## src/rtl/craps_pkg.sv

```systemverilog
// Shared definitions for the dice roller: die face range and width, FSM states,
// and the face-advance helper used by the free-running pair counter.
package craps_pkg;

    localparam int unsigned DIE_W = 3;

    typedef logic [DIE_W-1:0] face_t;

    localparam face_t DIE_MIN = 3'd1;
    localparam face_t DIE_MAX = 3'd6;

    typedef enum logic [1:0] {
        ST_IDLE = 2'd0,
        ST_ROLL = 2'd1,
        ST_DONE = 2'd2
    } state_t;

    function automatic face_t next_face(input face_t f);
        return (f == DIE_MAX) ? DIE_MIN : f + 3'd1;
    endfunction

endpackage

```

## src/rtl/die_pair_counter.sv

```systemverilog
// Free-running odometer over the 36 (c1,c2) face pairs; c1 is the fast digit,
// c2 advances only when c1 wraps from 6 back to 1.
module die_pair_counter
    import craps_pkg::*;
(
    input  logic             clock,
    input  logic             reset,
    output logic [DIE_W-1:0] c1,
    output logic [DIE_W-1:0] c2
);

    always_ff @(posedge clock) begin
        if (reset) begin
            c1 <= DIE_MIN;
            c2 <= DIE_MIN;
        end else begin
            c1 <= next_face(c1);
            if (c1 == DIE_MAX)
                c2 <= next_face(c2);
        end
    end

endmodule

```

## src/rtl/dice_roller.sv

```systemverilog
// Electronic dice pair: a roll request tumbles the displayed faces from the
// free-running pair counter, then latches the final faces and their sum.
module dice_roller
    import craps_pkg::*;
#(
    parameter int unsigned TUMBLE_DIV   = 4,
    parameter int unsigned ROLL_UPDATES = 8
) (
    input  logic             clock,
    input  logic             reset,
    input  logic             roll,
    output logic [DIE_W-1:0] dice1,
    output logic [DIE_W-1:0] dice2,
    output logic             clock_en,
    output logic [3:0]       sum,
    output logic             busy,
    output logic             done
);

    localparam logic [7:0] DIV_LAST = 8'(TUMBLE_DIV - 1);
    localparam logic [7:0] UPD_LAST = 8'(ROLL_UPDATES - 1);

    state_t           state, state_n;
    logic             roll_q, rise;
    logic [7:0]       div, div_n;
    logic [7:0]       upd, upd_n;
    logic [DIE_W-1:0] c1, c2;
    logic [DIE_W-1:0] dice1_n, dice2_n;
    logic             clock_en_n, done_n;
    logic [3:0]       sum_n;

    die_pair_counter u_counter (
        .clock (clock),
        .reset (reset),
        .c1    (c1),
        .c2    (c2)
    );

    assign rise = roll & ~roll_q;

    always_ff @(posedge clock) begin
        if (reset) begin
            state    <= ST_IDLE;
            roll_q   <= 1'b0;
            div      <= '0;
            upd      <= '0;
            dice1    <= DIE_MIN;
            dice2    <= DIE_MIN;
            clock_en <= 1'b0;
            done     <= 1'b0;
            sum      <= 4'd2;
        end else begin
            state    <= state_n;
            roll_q   <= roll;
            div      <= div_n;
            upd      <= upd_n;
            dice1    <= dice1_n;
            dice2    <= dice2_n;
            clock_en <= clock_en_n;
            done     <= done_n;
            sum      <= sum_n;
        end
    end

    always_comb begin
        state_n    = state;
        div_n      = div;
        upd_n      = upd;
        dice1_n    = dice1;
        dice2_n    = dice2;
        clock_en_n = 1'b0;
        done_n     = 1'b0;
        sum_n      = sum;
        busy       = (state != ST_IDLE);
        case (state)
            ST_IDLE: begin
                // Rises arriving in ROLL/DONE are dropped, not queued.
                if (rise) begin
                    state_n = ST_ROLL;
                    div_n   = '0;
                    upd_n   = '0;
                end
            end
            ST_ROLL: begin
                if (div == DIV_LAST) begin
                    div_n      = '0;
                    dice1_n    = c1;
                    dice2_n    = c2;
                    clock_en_n = 1'b1;
                    upd_n      = upd + 8'd1;
                    if (upd == UPD_LAST)
                        state_n = ST_DONE;
                end else begin
                    div_n = div + 8'd1;
                end
            end
            ST_DONE: begin
                done_n  = 1'b1;
                sum_n   = {1'b0, dice1} + {1'b0, dice2};
                state_n = ST_IDLE;
            end
            default: state_n = ST_IDLE;
        endcase
    end

endmodule

```

## config.mk

```make
export PLATFORM = sky130hd
export DESIGN_NAME = dice_roller
export DESIGN_NICKNAME = d
export VERILOG_FILES = /design/src/rtl/craps_pkg.sv /design/src/rtl/die_pair_counter.sv /design/src/rtl/dice_roller.sv
export SDC_FILE = /design/constraint.sdc
export NUM_CORES = 1
export LEC_CHECK = 0
export ABC_AREA = 0
export ABC_CLOCK_PERIOD_IN_PS = 1600
export CAP_MARGIN = 20
export CORE_MARGIN = 2
export CORE_UTILIZATION = 50
export CTS_CLUSTER_SIZE = 30
export DETAILED_ROUTE_END_ITERATION = 8
export HOLD_SLACK_MARGIN = 0.03
export PLACE_DENSITY_LB_ADDON = 0.05
export SYNTH_ARGS = -nofsm -noshare
export SYNTH_HDL_FRONTEND = slang
export SYNTH_SLANG_ARGS = --single-unit
```

## constraint.sdc

```tcl
create_clock -name clock -period 1.6 [get_ports clock]
set_input_delay 0.32 -clock clock [delete_from_list [all_inputs] [get_ports clock]]
set_output_delay 0.32 -clock clock [all_outputs]
set_load 0.02 [all_outputs]
```

==> metrics.cfg <==
[run_status]
status = finished clean

[sta]
setup_violations = 0
max_freq_mhz = 626
finalCritPeriodShare_pct = 99.9
hold_viol = 0
relSlewSlack_pct = 66.0
worstMarginPinSlew_ns = 0.497
fin_crit_ns = 1.60
slew_viol_final = 0
finClkSkew_ns = 0.0142
rsz0062_at_grt = yes

[yosys]
synth.distinct_cells = 42
ys_ff_latch = 37
yosys-top-cells-area = dfxtp_1, ha_1, mux2i_1
yosysMostFrequentCell = dfxtp_1
async_reset_ff_share_pct = 0
synthTopCellsByCount = dfxtp_1, nor2_1, a21oi_1, nand2_1, nand3_1
synthCells = 180
syn_avg_cell_area_um2 = 9.32
synth_seq_area_share_pct = 44.1
yosysTopAreaCell = dfxtp_1
synthesis.nets = 191
synth_top_area_share_pct = 44.1
synth_ff_type = dfxtp_1
synth_edf_count = 0
netlist_area_mm2 = 0.00168
yosysWarnings = 0

[hold_path]
min_path_type = reg2reg
worstHoldStart = sum[1]$_SDFFE_PP1P_

[clocking]
cts_root_buf = clkbuf_4
cts.reportedPaths.clkPinSlew_ns = 0.10
cts_tree = yes
insertion_delay_ns = 0.34
h-tree-depth = 2
cts_buffers = 5
cts.sinks = 37
cts_hold_buf = 0
cts_buffer_depth = 2

[die]
initial_core_util_pct = 51.1
num_rows = 21
core_mm2 = 0.00328
dieHeight_um = 61.9
dieArea_mm2 = 0.00384
die_w_um = 61.9
ios = 16

[drt]
via_count = 1511
wire_per_inst_um = 14.3
first_iter_violations = 90
wirelength_um = 3930
ant_nets = 0
drt-vias-per-instance = 5.51
first_pass_iters = 4
route.detailed.drc = 0

[setup_path]
worstReg2RegStart = div[0]$_SDFFE_PP0P_
end_kind = register
max_stage_delay_ns = 0.55
cp.arrival_ns = 1.87
cp_slowest_cell = or4_4
required_ns = 1.87
crit_type = in2reg
path_cells = clkdlybuf4s50_1 > nand2b_1 > a21o_2 > or4_4 > a21oi_2
crit_start = roll
path_delay_family = simple AND/OR/NAND/NOR gates
crit_fanout = 12
cp_num_buf_inv = 1
start_kind = input pin

[power_and_ir_drop]
peakVddDrop_uv = 598
power.density_mw_per_mm2 = 809
p_leak_nw = 0.972

[cells_and_area]
num_antenna_cells = 0
area_growth_syn_to_layout_pct = 35.8
multi_input_area_um2 = 988
drive_gt1_share_pct = 28.1
fin_nets = 239
fin_cells = 274
fin_area_mm2 = 0.00228
seqCellArea_um2 = 751
n_fill_cell = 254

[global_routing]
grt_max_degree = 19
antenna_found_initial = 0
grt_pass1_wl_um = 6150
first_global_vias = 1384
grt_usage_pct = 22.3
grt_overflow_total = 0

[placement]
port_buffers = 15
dp_hpwl_um = 2760
dp.cells = 262
place_area_mm2 = 0.00207
globalplace.congestion = 0.836

[run]
max-cap-violations = 0

-- state kept, by name, summed over array words and instances, names as in the netlist --
register,flops
div,8
upd,8
sum,4
dice1,3
dice2,3
u_counter.c1,3
u_counter.c2,3
state,2
clock_en,1
done,1
roll_q,1
-- layer usage --
metal	wire length (um)	vias to the layer above	track usage, %
met3	159	9	6.83
met2	2030	45	39.1
li1	-	752	-
met4	87	0	7.29
met5	0	-	0
met1	1650	705	25.7
-- final timing paths --
check / end / slack, ns / cells past startpoint
hold reg to reg: sum[1]$_SDFFE_PP1P_ / 0.48 / 2
hold / removal: sum[1]$_SDFFE_PP1P_ / 0.48 / 2
setup / recovery: upd[7]$_SDFFE_PP0P_ / 0.001 / 5
setup reg to reg: upd[7]$_SDFFE_PP0P_ / 0.01 / 6
-- final cells by class --
class	instances	share of cell area, %
tap	46	2.53
multi-input combinational	130	43.4
timing repair buffer	46	16.6
clock buffer	5	1.65
clock inverter	2	1.54
sequential	37	32.9
inverter	8	1.32
-- timing repair --
action / CTS / global route
gates resized for setup: 17 / 23
endpoints found under the hold margin: 0 / 0
cloned: 1 / 1
pin swaps: 10 / 3
buffers inserted: 2 / 1
endpoints found under the setup margin: 23 / 27
-- metrics by stage --
stage	setup TNS [ns]	hold WS (ns)	setup WS, ns	util (%)	power [mW]
floorplan	0	0.448	0.0178	-	1.11
global placement	-3.50	0.457	-0.294	63.1	1.21
detailed placement	-4.10	0.466	-0.344	63.1	1.22
CTS	0	0.488	0.00280	66.5	1.84
global route	-0.509	0.518	-0.0579	69.4	1.93
finish	0	0.480	0.00135	69.4	1.84
-- cell families after synthesis --
group / synth area share, %
AO/OA/AOI/OAI: 16.9
XOR/XNOR: 3.13
adder cells (fa/ha/maj): 6.41
buffers and inverters: 3.58
flip-flops: 44.1
multiplexers: 4.77
AND/OR/NAND/NOR: 21.0
-- worst register-to-register path, stage by stage (launching register included) --
cell and delay, ns:
dfxtp_4 0.38, ha_4 0.14, nor4b_4 0.19, buf_6 0.16, a21boi_4 0.08, or4_4 0.44
a21oi_2 0.13
-- layout by cell type, fill, tap and decap left out, types with 6 or more instances in the layout --
cell	instances
ha_1	6
dlygate4sd2_1	10
buf_4	27
xnor2_1	6
dfxtp_1	31
or4_1	6
nor2_1	19
inv_1	8
nand3_1	8
mux2i_1	8
a21oi_1	11
nand2_1	11
-- report_power, final --
| part | switching [mW] | total [mW] | internal, mW |
|---|---|---|---|
| clock network | 0.295 | 0.613 | 0.318 |
| logic | 0.134 | 0.260 | 0.127 |
| registers | 0.0227 | 0.970 | 0.947 |
| total | 0.451 | 1.84 | 1.39 |
Note: power is estimated with default switching activity, not from simulation.
